**config.mk**
```make
export PLATFORM = sky130hd
export DESIGN_NAME = sequential_divider
export DESIGN_NICKNAME = d
export VERILOG_FILES = /design/src/rtl/sequential_divider.sv
export SDC_FILE = /design/constraint.sdc
export NUM_CORES = 1
export LEC_CHECK = 0
export CORE_MARGIN = 2
export CORE_UTILIZATION = 55
export CTS_CLUSTER_DIAMETER = 40
export DETAILED_ROUTE_END_ITERATION = 7
export PLACE_DENSITY = 0.8
export SLEW_MARGIN = 40
export SYNTH_ARGS = -nofsm -noshare
export SYNTH_HDL_FRONTEND = slang
export SYNTH_SLANG_ARGS = --single-unit
```
**constraint.sdc**
```tcl
create_clock -name clk_i -period 4.09 [get_ports clk_i]
set_input_delay 0.409 -clock clk_i [delete_from_list [all_inputs] [get_ports clk_i]]
set_output_delay 0.409 -clock clk_i [all_outputs]
set_load 0.01 [all_outputs]
```
**src/rtl/sequential_divider.sv**
```systemverilog
// Unsigned restoring divider: one quotient bit per clock, MSB first.
// Handshake is start/ready in, a one-cycle done pulse out; divide-by-zero is flagged.
module sequential_divider #(
  parameter int W = 32
) (
  input  logic         clk_i,
  input  logic         reset_ni,
  input  logic         start_i,
  input  logic [W-1:0] dividend_i,
  input  logic [W-1:0] divisor_i,
  output logic         ready_o,
  output logic         done_o,
  output logic         div_by_zero_o,
  output logic [W-1:0] quotient_o,
  output logic [W-1:0] remainder_o
);

  localparam int CW = $clog2(W) + 1;

  typedef enum logic [1:0] {
    IDLE = 2'd0,
    OP   = 2'd1,
    DONE = 2'd2
  } state_t;

  state_t        state_r;
  state_t        state_s;
  logic [W-1:0]  dividend_r;
  logic [W-1:0]  divisor_r;
  logic [W-1:0]  quotient_r;
  logic [W-1:0]  remainder_r;
  logic [CW-1:0] count_r;
  logic          dbz_r;
  logic          ready_r;
  logic          done_r;
  logic [W:0]    shifted_s;
  logic [W:0]    trial_s;
  logic          fits_s;
  logic          last_iter_s;
  logic          divisor_zero_s;

  // Trial subtraction and iteration bookkeeping for the current OP step.
  always_comb begin
    shifted_s      = {remainder_r, dividend_r[W-1]};
    trial_s        = shifted_s - {1'b0, divisor_r};
    // remainder_r < divisor_r keeps shifted_s below 2*divisor, so bit W is a clean borrow flag
    fits_s         = ~trial_s[W];
    last_iter_s    = (count_r == CW'(W - 1));
    divisor_zero_s = (divisor_i == {W{1'b0}});
  end

  // Next-state logic.
  always_comb begin
    state_s = state_r;
    case (state_r)
      IDLE: begin
        if (start_i) begin
          if (divisor_zero_s) begin
            state_s = DONE;
          end else begin
            state_s = OP;
          end
        end else begin
          state_s = IDLE;
        end
      end
      OP: begin
        if (last_iter_s) begin
          state_s = DONE;
        end else begin
          state_s = OP;
        end
      end
      DONE:    state_s = IDLE;
      default: state_s = IDLE;
    endcase
  end

  // State register plus registered handshake outputs decoded from the next state.
  always_ff @(posedge clk_i or negedge reset_ni) begin
    if (!reset_ni) begin
      state_r <= IDLE;
      ready_r <= 1'b1;
      done_r  <= 1'b0;
    end else begin
      state_r <= state_s;
      ready_r <= (state_s == IDLE);
      done_r  <= (state_s == DONE);
    end
  end

  // Operand capture and the shift/subtract datapath.
  always_ff @(posedge clk_i or negedge reset_ni) begin
    if (!reset_ni) begin
      dividend_r  <= {W{1'b0}};
      divisor_r   <= {W{1'b0}};
      quotient_r  <= {W{1'b0}};
      remainder_r <= {W{1'b0}};
      count_r     <= {CW{1'b0}};
      dbz_r       <= 1'b0;
    end else begin
      case (state_r)
        IDLE: begin
          if (start_i) begin
            dividend_r <= dividend_i;
            divisor_r  <= divisor_i;
            count_r    <= {CW{1'b0}};
            if (divisor_zero_s) begin
              quotient_r  <= {W{1'b1}};
              remainder_r <= dividend_i;
              dbz_r       <= 1'b1;
            end else begin
              quotient_r  <= {W{1'b0}};
              remainder_r <= {W{1'b0}};
              dbz_r       <= 1'b0;
            end
          end
        end
        OP: begin
          remainder_r <= fits_s ? trial_s[W-1:0] : shifted_s[W-1:0];
          quotient_r  <= {quotient_r[W-2:0], fits_s};
          dividend_r  <= {dividend_r[W-2:0], 1'b0};
          count_r     <= count_r + CW'(1);
        end
        default: begin
          count_r <= count_r;
        end
      endcase
    end
  end

  assign ready_o       = ready_r;
  assign done_o        = done_r;
  assign div_by_zero_o = dbz_r;
  assign quotient_o    = quotient_r;
  assign remainder_o   = remainder_r;

endmodule

```
==> results of run 1 <==
==> per-stage QoR <==
step                setup WS [ns]  cell area [um2]    util
finish                     0.8934             9802  0.7089
global route               0.6977             9802  0.7089
CTS                        0.8970             9764  0.7062
detailed placement         0.9082             9171  0.6633
global placement            1.034             9168  0.6630
floorplan                   1.288             7735       -
==> power by group <==
group	switching (mW)	leakage, nW	total (mW)	internal (mW)
logic	3.39	2.35	6.16	2.78
clock network	0.607	0.283	1.54	0.935
registers	0.550	1.73	2.62	2.07
==> layout by cell type, fill, tap and decap left out, types with 8 or more instances in the layout <==
master	netlist	final
nand2_1	155	155
dfrtp_1	138	138
clkdlybuf4s50_1	0	132
o21ai_0	54	54
a221o_1	42	42
inv_1	40	40
a21oi_1	37	37
ha_1	33	33
a31oi_1	29	29
a22oi_1	23	23
and3_1	20	20
nor2_1	20	19
a211oi_1	17	17
clkbuf_16	0	17
a21o_1	16	16
xnor2_1	15	15
and2_1	13	13
nand4_1	11	11
xor2_1	12	11
a221oi_1	11	11
buf_4	2	11
nand3_1	9	9
nor4_1	8	8
==> area by class of cell <==
type / instances / area share
Multi-Input combinational cell: 600 / 0.3952
Clock buffer: 20 / 0.04659
Sequential cell: 139 / 0.3550
Timing Repair Buffer: 147 / 0.1506
Inverter: 41 / 0.01570
Tap cell: 180 / 0.02298
Clock inverter: 12 / 0.01391
==> worst paths after layout <==
path	from	to	slack (ns)
max in group asynchronous	reset_ni	quotient_o[2]$_DFFE_PN0P_	2.58
min in group clk_i	dividend_r[26]$_DFFE_PN0P_	dividend_r[26]$_DFFE_PN0P_	0.48
setup / recovery	dividend_r[31]$_DFFE_PN0P_	remainder_o[5]$_DFFE_PN0P_	0.89
hold / removal	reset_ni	dividend_r[7]$_DFFE_PN0P_	0.46
hold reg to reg	dividend_r[26]$_DFFE_PN0P_	dividend_r[26]$_DFFE_PN0P_	0.48
setup reg to reg	dividend_r[31]$_DFFE_PN0P_	remainder_o[5]$_DFFE_PN0P_	0.89
==> sequential cells by signal, summed over array words and instances, names as in the netlist <==
name	flops
dividend_r	32
state_r	2
ready_o	1
div_by_zero_o	1
divisor_r	32
remainder_o	32
quotient_o	32
done_o	1
count_r	6
==> worst reg2reg max path, cell delays in order (launching register included) <==
cell	delay, ns
dfrtp_1	0.37
inv_1	0.08
ha_1	0.18
fa_1	0.23
nor2b_1	0.08
o31a_1	0.27
o41a_1	0.33
o21a_2	0.27
a21oi_4	0.19
o21ai_2	0.13
xnor2_2	0.15
buf_4	0.25
or3_1	0.43
a31oi_1	0.17
==> per-layer routing <==
layer / up-vias / part of all wire / GRT usage
met2: 306 / 0.44 / 0.4118
met1: 3322 / 0.47 / 0.4297
met4: 0 / 0.012 / 0.07902
met3: 23 / 0.074 / 0.05344
met5: - / 0 / 0
li1: 3268 / - / -
==> cells by family after synthesis <==
family | synth area share
AND/OR/NAND/NOR | 0.1543
AO/OA/AOI/OAI | 0.2491
adder cells (fa/ha/maj) | 0.05597
buffers and inverters | 0.05289
flip-flops | 0.4499
multiplexers | 0.005177
XOR/XNOR | 0.03268
==> results.toml, run 1 <==
[global_routing]
grt_overflow_total = 0
grt_antenna_before_repair = 0
grt_pass1_wl_um = 33070
grt_pass1_vias = 6403
grt_usage = 0.2824
grt_max_degree = 111

[sta]
clock_skew_ns = 0.008705
holdWs_ns = 0.4604
setup_viol = 0
tns_ns = 0
max_freq_mhz = 312.8
worst_pin_slew_ns = 0.7674
slew_viol_final = 0
hold_viol = 0
finalCritPeriodShare = 0.7816
relSlewSlack = 0.4872
rsz0062_at_grt = "false"
post-route-min-period_ns = 3.197

[pwr]
p_leak_nw = 4.363
ir_drop_v = 0.0005204
p_per_area_nw_per_um2 = 1054
finalPower_mw = 10.33

[synthesis]
yosys_warnings = 0
ys_seq_elements = 139
synth_top_area_frac = 0.4465
syn-num-nets = 937
syn_avg_cell_area_um2 = 9.252
synth_flop_cell = "dfrtp_1"
synth-edff-count = 0
synth_cells = 836
synth_area_leaders = "dfrtp_1, nand2_1, a221o_1"
synth_most_common_cell = "nand2_1"
synth_commonest_cells = "nand2_1, dfrtp_1, o21ai_0"
seq_area_frac_synth = 0.4499
yosysTopAreaCell = "dfrtp_1"
async_flop_share = 1.000
syn_area_um2 = 7735
synth_cell_types = 61

[setup_path]
crit_family = "compound AO/OA/AOI/OAI gates"
worst_ep_required_time_ns = 4.43
crit_fanout = 30
crit_path_end_kind = "register"
r2r_cells = 13
cp.depth = 13
cp-start-kind = "register"
max_stage_delay_ns = 0.41
cp.arrival_ns = 3.54
path_buf_inv = 2
crit_slowest_cell = "or3_1"
critPathKind = "reg2reg"
path_cells = "inv_1 -> ha_1 -> fa_1 -> nor2b_1 -> o31a_1 -> o41a_1 -> o21a_2 -> a21oi_4 -> o21ai_2 -> xnor2_2 -> buf_4 -> or3_1 -> a31oi_1"

[drt]
wl_per_cell_um = 18.05
vias = 6919
drt-pass1-iter-count = 5
drc = 0
wirelength_um = 20560
drtAntennaViolNets = 0
routed_via_density = 6.075
dr.first_iter.drc_count = 710

[finish]
areaGrowthSynthToFinish_pct = 26.72
multiInputGateArea_um2 = 3874
nFillCells = 1031
nets = 1047
ff_latch_area_um2 = 3480
antennaDiodeCount = 0
drive_above_1_share = 0.06465
finalNonFillerCells = 1139

[clocking]
cts.sinks = 139
clkLatencyLatePin_ns = 0.42
cts_tree = "built"
clkTransAtPathRegs_ns = 0.06
h-tree-depth = 4
cts_setup_buffers = 0
max-clock-path-buffers = 2
cts-root-buf = "clkbuf_16"
holdBufCountCts = 0
cts_buffers = 17
cts_resized = 0

[status]
outcome = "finished clean"

[die]
dieArea_um2 = 15030
initial_core_util = 0.5594
die_x_um = 122.6
rows = 43
io_pins = 134
die_h_um = 122.6
coreArea_um2 = 13830

[placement]
dp_cells = 1105
place.gp.congestion = 0.9525
io_buffers = 133
dp_hpwl_um = 14390

[job]
max_cap_viol_count = 0

[min_path]
min_path_type = "in2async"
Note: power is estimated with default switching activity, not from simulation.
==> run 2, diff against run 1 <==
- CORE_UTILIZATION: 55 -> 54
- PLACE_DENSITY: 0.8 -> 0.78
- clock period: 4.09 -> 3.15 ns (I/O delays scaled with it)
==> run 2 against run 1 <==
Net effect:
- count of clock-buffer cells in the layout shrank 2
- global-route usage increased by 2.2 points
- largest cell class unchanged
- clock skew down 0.00099 ns
- total power up 37%
- highest routed layer unchanged
==> results.toml, run 2 (synthesis gave the netlist of run 1 again) <==
[status]
outcome = "finished clean"

[drt]
drc = 0
drtAntennaViolNets = 0
wl_per_cell_um = 19.38
drt-pass1-iter-count = 8
vias = 7266
routed_via_density = 6.285
wirelength_um = 22400
dr.first_iter.drc_count = 755

[finish]
stdcell_area_um2 = 9996
finalCoreUtilization = 0.7173
mostFrequentLayoutCells = "nand2_1, dfrtp_1, clkdlybuf4s50_1"
final_common_cell = "nand2_1"
antennaDiodeCount = 0
nFillCells = 1021
nets = 1065
areaGrowthSynthToFinish_pct = 29.23
finalNonFillerCells = 1156
drive_above_1_share = 0.08402

[pwr]
ir_drop_v = 0.0007811
intPower_mw = 7.929
seq_power_share = 0.239
p_leak_nw = 4.465
p_per_area_nw_per_um2 = 1416
sw_frac_of_total = 0.4397
clock_power_share = 0.147
finalPower_mw = 14.15
switching_power_mw = 6.224
combinationalPowerShare = 0.614

[placement]
dp_hpwl_um = 15670
place.gp.congestion = 1.024
postPlaceCellArea_um2 = 9338
io_buffers = 133
pre_cts_ws_ns = 0.1104
dp_cells = 1124

[global_routing]
grt_usage = 0.3046
grt_pass1_vias = 6982
grt_overflow_total = 0
grt_antenna_before_repair = 0
grt_max_degree = 95
grt_pass1_wl_um = 36180

[sta]
tns_ns = 0
relSlewSlack = 0.5379
rsz0062_at_grt = "true"
holdWs_ns = 0.4549
setup_slack_ns = 0.1270
hold_viol = 0
post-route-min-period_ns = 3.023
slew_viol_final = 0
finalCritPeriodShare = 0.9597
clock_skew_ns = 0.007717
worst_pin_slew_ns = 0.6931
setup_viol = 0
max_freq_mhz = 330.8

[setup_path]
reg2reg_from = "dividend_r[31]$_DFFE_PN0P_"
reg2reg_setup_slack_ns = 0.13
worst_ep_required_time_ns = 3.49
critPathKind = "reg2reg"
crit_fanout = 10
crit_path_end = "remainder_o[23]$_DFFE_PN0P_"
crit_path_end_kind = "register"
startpoint = "dividend_r[31]$_DFFE_PN0P_"
cp.arrival_ns = 3.36
r2r-end = "remainder_o[23]$_DFFE_PN0P_"
cp-start-kind = "register"
r2r_cells = 13

[clocking]
max-clock-path-buffers = 2
cts_tree = "built"
h-tree-depth = 4
cts.sinks = 139
cts_setup_buffers = 0
cts-root-buf = "clkbuf_16"
clkLatencyLatePin_ns = 0.43
cts_buffers = 17
clkTransAtPathRegs_ns = 0.06

[die]
coreArea_um2 = 13930
initial_core_util = 0.5551
rows = 43
die_h_um = 123.7
die_x_um = 123.7
io_pins = 134
dieArea_um2 = 15300

[min_path]
min_path_type = "in2async"

[job]
max_cap_viol_count = 0
## run 2: cell types whose count changed in the layout (fill, tap and decap cells not counted), sizes merged
| cell | change |
|---|---|
| clkbuf | -2 |
| buf | +18 |
| bufinv | +1 |
## run 2: power by group through the flow
stage | clock, mW | sequential [mW] | combinational [mW]
after floorplan | 0 | 3.38 | 5.69
after global placement | 0 | 3.33 | 8.06
after detailed placement | 0 | 3.36 | 8.33
after CTS | 2.09 | 3.35 | 8.44
after global routing | 2.16 | 3.47 | 9.53
final | 2.08 | 3.38 | 8.69
## run 2: routing by layer
layer	global-route usage	vias up	part of all wire
met5	0	-	0
met4	0.09375	0	0.017
met3	0.05769	33	0.080
met2	0.4660	357	0.46
met1	0.4401	3552	0.45
li1	-	3324	-
## run 2: worst min-delay path by stage
stage                                 to  slack (ns)  cells after the start
3_5_place_dp   dividend_r[9]$_DFFE_PN0P_        0.37                      1
5_1_grt        divisor_r[24]$_DFFE_PN0P_        0.50                      3
3_3_place_gp   dividend_r[8]$_DFFE_PN0P_        0.37                      1
2_1_floorplan     count_r[0]$_DFFE_PN0P_        0.02                      0
4_1_cts        dividend_r[0]$_DFFE_PN0P_        0.46                      3
6_report       dividend_r[9]$_DFFE_PN0P_        0.45                      2
## run 2: what timing repair did
| action | CTS | global route |
|---|---|---|
| setup endpoints to repair | 0 | 31 |
| hold endpoints to repair | 68 | 0 |
| hold buffers | 1 | 0 |
| gates resized for setup | 0 | 6 |
## run 2: final cells by class
cell class	count	area (um2)	area share
repair buffers	165	1613	0.1613
clock inverters	13	166.4	0.01665
inverters	41	156.4	0.01565
well taps	180	225.2	0.02253
multi-input cells	600	3916	0.3918
clock buffers	18	439.2	0.04394
flip-flops and latches	139	3480	0.3481
## run 2: worst max-delay path, cell delays in order (launching register included)
cell and delay (ns):
dfrtp_1 0.38, inv_1 0.08, ha_1 0.19, fa_1 0.23, nor2b_2 0.06, o31a_1 0.28, o41a_1 0.37, o21a_4 0.27
a21oi_4 0.19, o21ai_4 0.12, xnor2_4 0.25, buf_4 0.22, a21oi_1 0.08, a21oi_1 0.20
